**config.mk**
```make
export PLATFORM = sky130hd
export DESIGN_NAME = configregpwm_pack
export DESIGN_NICKNAME = d
export VERILOG_FILES = /design/src/rtl/configregpwm_pack.sv
export SDC_FILE = /design/constraint.sdc
export NUM_CORES = 1
export LEC_CHECK = 0
export ABC_CLOCK_PERIOD_IN_PS = 1950
export CORE_MARGIN = 3
export CORE_UTILIZATION = 42
export CTS_CLUSTER_SIZE = 25
export DETAILED_ROUTE_END_ITERATION = 10
export PLACE_DENSITY = 0.87
export SYNTH_ARGS = -nofsm -noshare
export SYNTH_HDL_FRONTEND = slang
export SYNTH_SLANG_ARGS = --single-unit
export TNS_END_PERCENT = 100
```
**constraint.sdc**
```tcl
create_clock -name clk -period 1.95 [get_ports clk]
set_input_delay 0.39 -clock clk [delete_from_list [all_inputs] [get_ports clk]]
set_output_delay 0.39 -clock clk [all_outputs]
set_load 0.01 [all_outputs]
```
**src/rtl/configregpwm_pack.sv**
```systemverilog
// Packs typed PWM config fields into a shadow word and commits it to the active
// config word either immediately or at the next PWM period boundary.
`ifndef PWMCOUNT_WIDTH
`define PWMCOUNT_WIDTH 16
`endif

module configregpwm_pack #(
  parameter int REG_WIDTH = `PWMCOUNT_WIDTH,
  parameter int CNT_WIDTH = 8
) (
  input  logic                 clk,
  input  logic                 rst,
  input  logic                 cfg_valid,
  output logic                 cfg_ready,
  input  logic                 upd_mode,
  input  logic [1:0]           count_mode,
  input  logic [1:0]           mask_mode,
  input  logic                 pwmclkdiv_onoff,
  input  logic                 dtclkdiv_onoff,
  input  logic                 int_onoff,
  input  logic                 pwm_onoff,
  input  logic                 logic_A,
  input  logic                 logic_B,
  input  logic                 sync_evt,
  input  logic                 cfg_flush,
  input  logic                 ovr_clr,
  output logic [REG_WIDTH-1:0] register_concat,
  output logic [REG_WIDTH-1:0] shadow_concat,
  output logic                 pending,
  output logic                 upd_done,
  output logic                 ovr,
  output logic [CNT_WIDTH-1:0] commit_cnt
);

  typedef enum logic {IDLE, ARMED} state_t;

  state_t               state, state_nxt;
  logic [REG_WIDTH-1:0] packed_word;
  logic                 accept, immediate, commit_sync, commit;

  always_comb begin
    packed_word      = '0;
    packed_word[9:0] = {logic_B, logic_A, pwm_onoff, int_onoff, dtclkdiv_onoff,
                        pwmclkdiv_onoff, mask_mode, count_mode};
  end

  // Switching the PWM off never waits for a period boundary.
  assign immediate = upd_mode | ~pwm_onoff;

  always_comb begin
    state_nxt   = state;
    cfg_ready   = 1'b0;
    accept      = 1'b0;
    commit_sync = 1'b0;
    case (state)
      IDLE: begin
        cfg_ready = ~rst;
        accept    = cfg_valid & ~rst;
        if (accept && !immediate) state_nxt = ARMED;
      end
      ARMED: begin
        // flush beats a coincident period boundary
        if (cfg_flush) state_nxt = IDLE;
        else if (sync_evt) begin
          commit_sync = 1'b1;
          state_nxt   = IDLE;
        end
      end
      default: state_nxt = IDLE;
    endcase
  end

  assign commit  = (accept & immediate) | commit_sync;
  assign pending = (state == ARMED);

  always_ff @(posedge clk) begin
    if (rst) begin
      state           <= IDLE;
      register_concat <= '0;
      shadow_concat   <= '0;
      upd_done        <= 1'b0;
      ovr             <= 1'b0;
      commit_cnt      <= '0;
    end else begin
      state    <= state_nxt;
      upd_done <= commit;
      if (accept) shadow_concat <= packed_word;
      if (accept && immediate) register_concat <= packed_word;
      else if (commit_sync)    register_concat <= shadow_concat;
      if (commit && commit_cnt != {CNT_WIDTH{1'b1}}) commit_cnt <= commit_cnt + 1'b1;
      if (cfg_valid && !cfg_ready) ovr <= 1'b1;
      else if (ovr_clr)            ovr <= 1'b0;
    end
  end

endmodule

```
# == After elaboration in Yosys (flattened, before gate mapping) ==
# Cells that the tools add are included.
# totals
mem_bits_ro,0
mem_count,0
regBits,31
word_cells,36
output_inout_bits,44
mem_bits_rw,0
latch_bits,0
input_bits,17
# classes
n_eq_ne,1
magnitude_cmp,0
n_shift,0
div_mod_pow,0
addsub,1
mul,0
bitwise_logic,7
n_reduce_logical,8
mux,13
# op_table
operator,n
$mux W10,2
$mux W1,10
$add A8 B1 Y8 const B,1
$ne A8 B8 Y1 const B,1
$logic_and A1 B1 Y1,4
$reduce_bool A2 Y1,2
$not A1 Y1,3
$and A1 B1 Y1,2
$logic_not A1 Y1,2
$or A1 B1 Y1,2
$pmux W1 S2,1

# == Depth between registers and ports, before layout ==
# Gate-level depths: netlist (run 1).
# depth
word_depth,6
ltp_mapped,6
mapped_depth_nobuf,5

# == Worst setup path before layout (run 1) ==
# OpenSTA, ideal clock, no wires.
# synth_path
kind,input to register
from,input rst
to,register commit_cnt[4]
t_arrival_ns,1.641
n_path_buf,1
required_ns,1.829
path_stages,5
slack_ns,0.189
setup_ns,0.121
path_cell_list,buf_2 -> nor3b_4 -> a21oi_2 -> nor4b_1 -> mux2_2
# synth_via
elab_chain_cells,6
# synth_lines
item,line_no,rtl
start: declaration,12,"input logic rst,"
$not A1 Y1,58,accept = cfg_valid & ~rst;
$and A1 B1 Y1,58,
$mux W1,55,case (state)
$and A1 B1 Y1,73,assign commit = (accept & immediate) | commit_sync;
$or A1 B1 Y1,73,
$logic_and A1 B1 Y1,90,if (commit && commit_cnt != {CNT_WIDTH{1'b1}}) commit_cnt <= commit_cnt + 1'b1;
end signal: assignment,90,
end: declaration,32,output logic [CNT_WIDTH-1:0] commit_cnt
# Several ways; a longest one is shown, not always the timed one.
# A chain may end at the register's enable or synchronous reset.

# == Final worst setup path (run 1) ==
# layout_path
from,register state (netlist: pending)
to,output pending
# layout_lines
item,line_no,rtl
start: declaration,37,"state_t state, state_nxt;"
start signal: assignment,85,state <= state_nxt;
end: declaration,29,"output logic pending,"
# No word-level cell between the ends.

==> results of run 1 <==
==> registers in the layout (all words and copies together) (netlist names) <==
signal           cells
commit_cnt           8
ovr                  1
pending              1
upd_done             1
register_concat     10
shadow_concat       10
==> layer usage <==
| layer | track usage, % | vias up | wire [um] |
|---|---|---|---|
| li1 | - | 677 | - |
| met1 | 21.1 | 620 | 1490 |
| met2 | 28.0 | 57 | 1560 |
| met3 | 5.80 | 6 | 230 |
| met4 | 5.80 | 0 | 51 |
| met5 | 0 | - | 0 |
==> synthesized netlist by cell type <==
cell and number:
a221oi_1 1, nand3_1 1, ha_1 1, dfxtp_1 31
a21oi_1 11, o41ai_1 1, a311oi_1 5, o21ai_0 12
a41o_1 1, a21oi_2 1, conb_1 1, or4_1 1
or3_1 1, nand3b_1 1, nor3b_4 1, mux2_2 2
nor2b_1 3, inv_1 3, and3b_1 1, nor3b_1 1
nor3_1 4, nor2_1 14, clkbuf_1 7, nand2_1 29
o21a_1 1, a22oi_1 5, nand4_1 1, and2_1 1
nor4_1 1, nand2b_1 12, nor4b_1 2, o31ai_1 1
buf_2 2, buf_4 12, a21o_1 1
==> worst max path at each step <==
stage / start / endpoint / slack, ps
detailed placement: cfg_valid / commit_cnt[4] / -130
floorplan: rst / commit_cnt[4] / 190
CTS: pending / pending / 90
global route: pending / pending / 20
finish: pending / pending / 100
global placement: rst / commit_cnt[4] / -70
==> stage by stage <==
step / total power (W) / worst slack, ps / std cells
after floorplan: 0.000813 / 189 / 184
after global placement: 0.000916 / -74.8 / 264
after detailed placement: 0.000921 / -129 / 264
after CTS: 0.00127 / 86.0 / 272
after global routing: 0.00133 / 15.7 / 272
final: 0.00126 / 104 / 272
==> cell type report <==
class / count / area [um^2] / share of cell area, %
multi-input combinational: 129 / 708 / 35.5
sequential: 31 / 621 / 31.1
timing repair buffer: 57 / 547 / 27.4
tap: 44 / 55.1 / 2.76
clock buffer: 6 / 41.3 / 2.07
clock inverter: 2 / 12.5 / 0.627
inverter: 3 / 11.3 / 0.564
==> cells by family (layout without fill, tap and decap cells) <==
logic type / after synthesis / count (layout) / share of synthesized area [%]
adders and majority gates: 1 / 1 / 0.878
buffers and inverters: 24 / 68 / 9.66
other: 1 / 12 / 0.263
AOI/OAI and AO/OA: 40 / 40 / 17.9
DFF: 31 / 31 / 43.5
muxes: 2 / 2 / 1.58
and+or+nand+nor: 74 / 74 / 26.2
==> repair_timing <==
item | CTS | global route
endpoints found under the setup margin | 1 | 0
gates resized for setup | 1 | 0
hold buffers | 0 | 0
==> power breakdown <==
| group | switching, W | leakage (nW) | internal [W] | total (W) |
|---|---|---|---|---|
| clock | 0.000217 | 0.0282 | 0.000139 | 0.000356 |
| sequential | 0.0000219 | 0.254 | 0.000664 | 0.000686 |
| combinational | 0.0000997 | 0.450 | 0.000120 | 0.000220 |
==> qor.yml, run 1 <==
h-tree-depth: 2
cp.depth: 1
ioPinCount: 61
critPathArrivalTime_ps: 1460
syn_avg_cell_area_um2: 8.24
reg2reg_from: "commit_cnt[0]"
cts_tree: "built"
yosys.area.top_type_share_pct: 43.5
outcome: "complete, no violations"
crit_required_ps: 1560
drt_iter0_drc: 116
ys_types: 35
postRouteAntennaNets: 0
start_util_pct: 45.2
track_usage_pct: 17.2
irDropWorstVdd_v: 0.000409
crit_buf_inv: 1
maxCapViolCount: 0
mappedNetlistArea_mm2: 0.00143
final_area_mm2: 0.00200
hold_end: "register_concat[1]"
finalHoldViolCount: 0
holdPathStages: 2
viasPerCell: 5.00
fmax_mhz: 542
path_cells: "clkdlybuf4s50_1"
crit_slowest_cell: "clkdlybuf4s50_1"
dieWidth_um: 64.3
fin_nets: 245
fillCellCount: 294
drv_slew: 0
final_cell_mix: "47 x clkdlybuf4s50_1, 31 x dfxtp_1, 29 x nand2_1"
power.density_mw_per_mm2: 632
ys_seq_area_share_pct: 43.5
end_kind: "output pin"
grt_overflow: 0
reg2reg_depth: 6
grt_pass1_wl_mm: 5.66
rsz0062_at_grt: "no"
grt_pass1_vias: 1252
die_y_um: 64.3
antenna_found_initial: 0
startpoint_type: "flop"
clock-root-buffer: "clkbuf_4"
clockBufferDepth: 2
setup_viol: 0
cts_buffers: 5
final.period_utilization_pct: 94.6
critical_path.top_delay_family: "buffers and inverters"
hpwl_mm: 2.45
hold_class: "reg2reg"
drive_above_1_share_pct: 8.77
area_growth_pct: 40.0
p_leak_nw: 0.732
fin_hold_ws_ps: 465
port_buffers: 48
yosys-top-cells-area: "dfxtp_1 44%, nand2_1 7.6%, buf_4 6.3%"
path_class: "reg2out"
fin_util_pct: 63.3
synth_warnings: 0
clock_sinks: 31
worstSkewPairLatency_ps: 320
fin_skew_ps: 10.8
cts_setup_buffers: 0
cts.clk_slew.worst_paths_ps: 90
antenna_cells: 0
ys_ff_latch: 31
yosysTopAreaCell: "dfxtp_1"
drcViolationCount: 0
crit_fanout: 8
gp_congestion: 0.846
final_common_cell: "clkdlybuf4s50_1"
core-area_mm2: 0.00315
setup_tns_ps: 0
row_count: 20
routed_wl_mm: 3.33
r2r_setup_slack_ps: 290
post_drt_wl_per_cell_um: 12.3
grt_max_degree: 28
slowest_delay_ps: 610
postSynthCellCount: 173
timing.rr.end: "commit_cnt[5]"
die-area_mm2: 0.00413
layout_min_cycle_time_ps: 1850
min_from: "register_concat[1]"
vias: 1360
dpl_cell_area_mm2: 0.00194
firstDrtPassIters: 5
Power figures use the tool's default switching activity.
==> run 2: changes to the inputs <==
ABC_AREA = 0   (was default)
TNS_END_PERCENT = 5   (was 100)
==> results of run 2 <==
Same layout as run 1: the final DEF is identical, and so are final timing and power.
==> run 3: changes to the inputs <==
==> constraint.sdc (replaced) <==
create_clock -name clk -period 1.95 [get_ports clk]
set_input_delay 0.2925 -clock clk [delete_from_list [all_inputs] [get_ports clk]]
set_output_delay 0.2925 -clock clk [all_outputs]
set_load 0.01 [all_outputs]
==> qor.yml, run 3 (synthesized netlist as in run 1, its figures left out) <==
outcome: "complete, no violations"
final_cell_mix: "48 x clkdlybuf4s50_1, 31 x dfxtp_1, 29 x nand2_1"
postRouteAntennaNets: 0
fin_util_pct: 63.6
grt_pass1_wl_mm: 5.83
grt_pass1_vias: 1308
rsz0062_at_grt: "no"
fin_skew_ps: 10.3
hold_buffers: 0
r2r_setup_slack_ps: 270
antenna_found_initial: 0
die-area_mm2: 0.00413
slowest_delay_ps: 540
startpoint_type: "input port"
dieWidth_um: 64.3
ioPinCount: 61
track_usage_pct: 17.7
start_util_pct: 45.2
firstDrtPassIters: 4
path_class: "in2out"
cts_setup_buffers: 0
path_cells: "clkdlybuf4s50_1 > buf_4 > nor2_1 > clkdlybuf4s50_1"
crit_start: "rst"
setup_viol: 0
routed_wl_mm: 3.42
power.density_mw_per_mm2: 668
viasPerCell: 4.99
end_kind: "output pin"
vias: 1351
dp.cells: 263
finalHoldViolCount: 0
fin_cells: 271
worstSkewPairLatency_ps: 340
cts-resized-gates: 0
drt_iter0_drc: 116
crit_required_ps: 1660
maxCapViolCount: 0
core-area_mm2: 0.00315
gp_congestion: 0.849
p_leak_nw: 0.736
min_from: "register_concat[1]"
area_growth_pct: 40.6
port_buffers: 48
cts.clk_slew.worst_paths_ps: 90
critPathArrivalTime_ps: 1570
hpwl_mm: 2.47
power_w: 0.00134
final_common_cell: "clkdlybuf4s50_1"
grt_overflow: 0
reg2reg_depth: 6
crit_slowest_cell: "clkdlybuf4s50_1"
die_y_um: 64.3
grt_max_degree: 35
fin_nets: 244
cts_tree: "built"
row_count: 20
cts_buffers: 5
antenna_cells: 0
hold_end: "register_concat[1]"
crit_fanout: 2
reg2reg_from: "commit_cnt[0]"
drv_slew: 0
final.period_utilization_pct: 95.4
clock-root-buffer: "clkbuf_4"
holdPathStages: 2
setup_tns_ps: 0
hold_class: "reg2reg"
drive_above_1_share_pct: 8.37
clock_sinks: 31
fmax_mhz: 538
irDropWorstVdd_v: 0.000492
clockBufferDepth: 2
post_drt_wl_per_cell_um: 12.6
h-tree-depth: 2
drcViolationCount: 0
layout_min_cycle_time_ps: 1860
path_common_cell: "clkdlybuf4s50_1"
largestRegisters: "register_concat (10), shadow_concat (10), commit_cnt (8)"
timing.rr.end: "commit_cnt[5]"
## run 3: cell types whose count changed in the layout (fill, tap and decap cells not counted)
cell and delta:
buf_4 -1, dlygate4sd2_1 -1, clkinvlp_4 -1, clkbuf_8 +2, clkdlybuf4s50_1 +1, clkinv_2 -1
## run 3: report_power, final
| part | switching (W) | internal [W] |
|---|---|---|
| Sequential | 0.0000225 | 0.000664 |
| Combinational | 0.0000999 | 0.000120 |
| Clock | 0.000222 | 0.000212 |
| Total | 0.000344 | 0.000996 |
## run 3: through the flow
| stage | hold slack (ps) | cell area (um^2) | worst slack, ps |
|---|---|---|---|
| 3_5_place_dp | 451 | 1940 | -63.0 |
| 5_1_grt | 499 | 2000 | 47.3 |
| 2_1_floorplan | 401 | 1470 | 265 |
| 3_3_place_gp | 444 | 1940 | 26.3 |
| 4_1_cts | 466 | 2000 | 79.4 |
| 6_report | 464 | 2000 | 90.1 |
## run 3: final cells by class
cell class | instances | area [um^2]
Multi-Input combinational cell | 129 | 708
Timing Repair Buffer | 56 | 541
Inverter | 3 | 11.3
Clock buffer | 8 | 68.8
Sequential cell | 31 | 621
Tap cell | 44 | 55.1
Fill cell | 293 | 1150
## run 3: worst max-delay path: cells and delay by family
kind / cells / cell delay (ps)
buf+inv: 3 / 1180
simple gates: 1 / 90
## run 3: worst max path at each step
stage,end,slack [ps],depth (start not counted)
after floorplan,commit_cnt[4],260,5
after global placement,commit_cnt[4],30,5
after detailed placement,commit_cnt[4],-60,5
after CTS,cfg_ready,80,4
after global routing,cfg_ready,50,4
final,cfg_ready,90,4
## run 3: routing by layer
layer  vias up  routed length (um)  global-route usage (%)
li1        676                   -                       -
met1       616                1520                    22.6
met2        51                1600                    27.6
met3         8                 235                    5.45
met4         0                  66                    7.39
met5         -                   0                       0
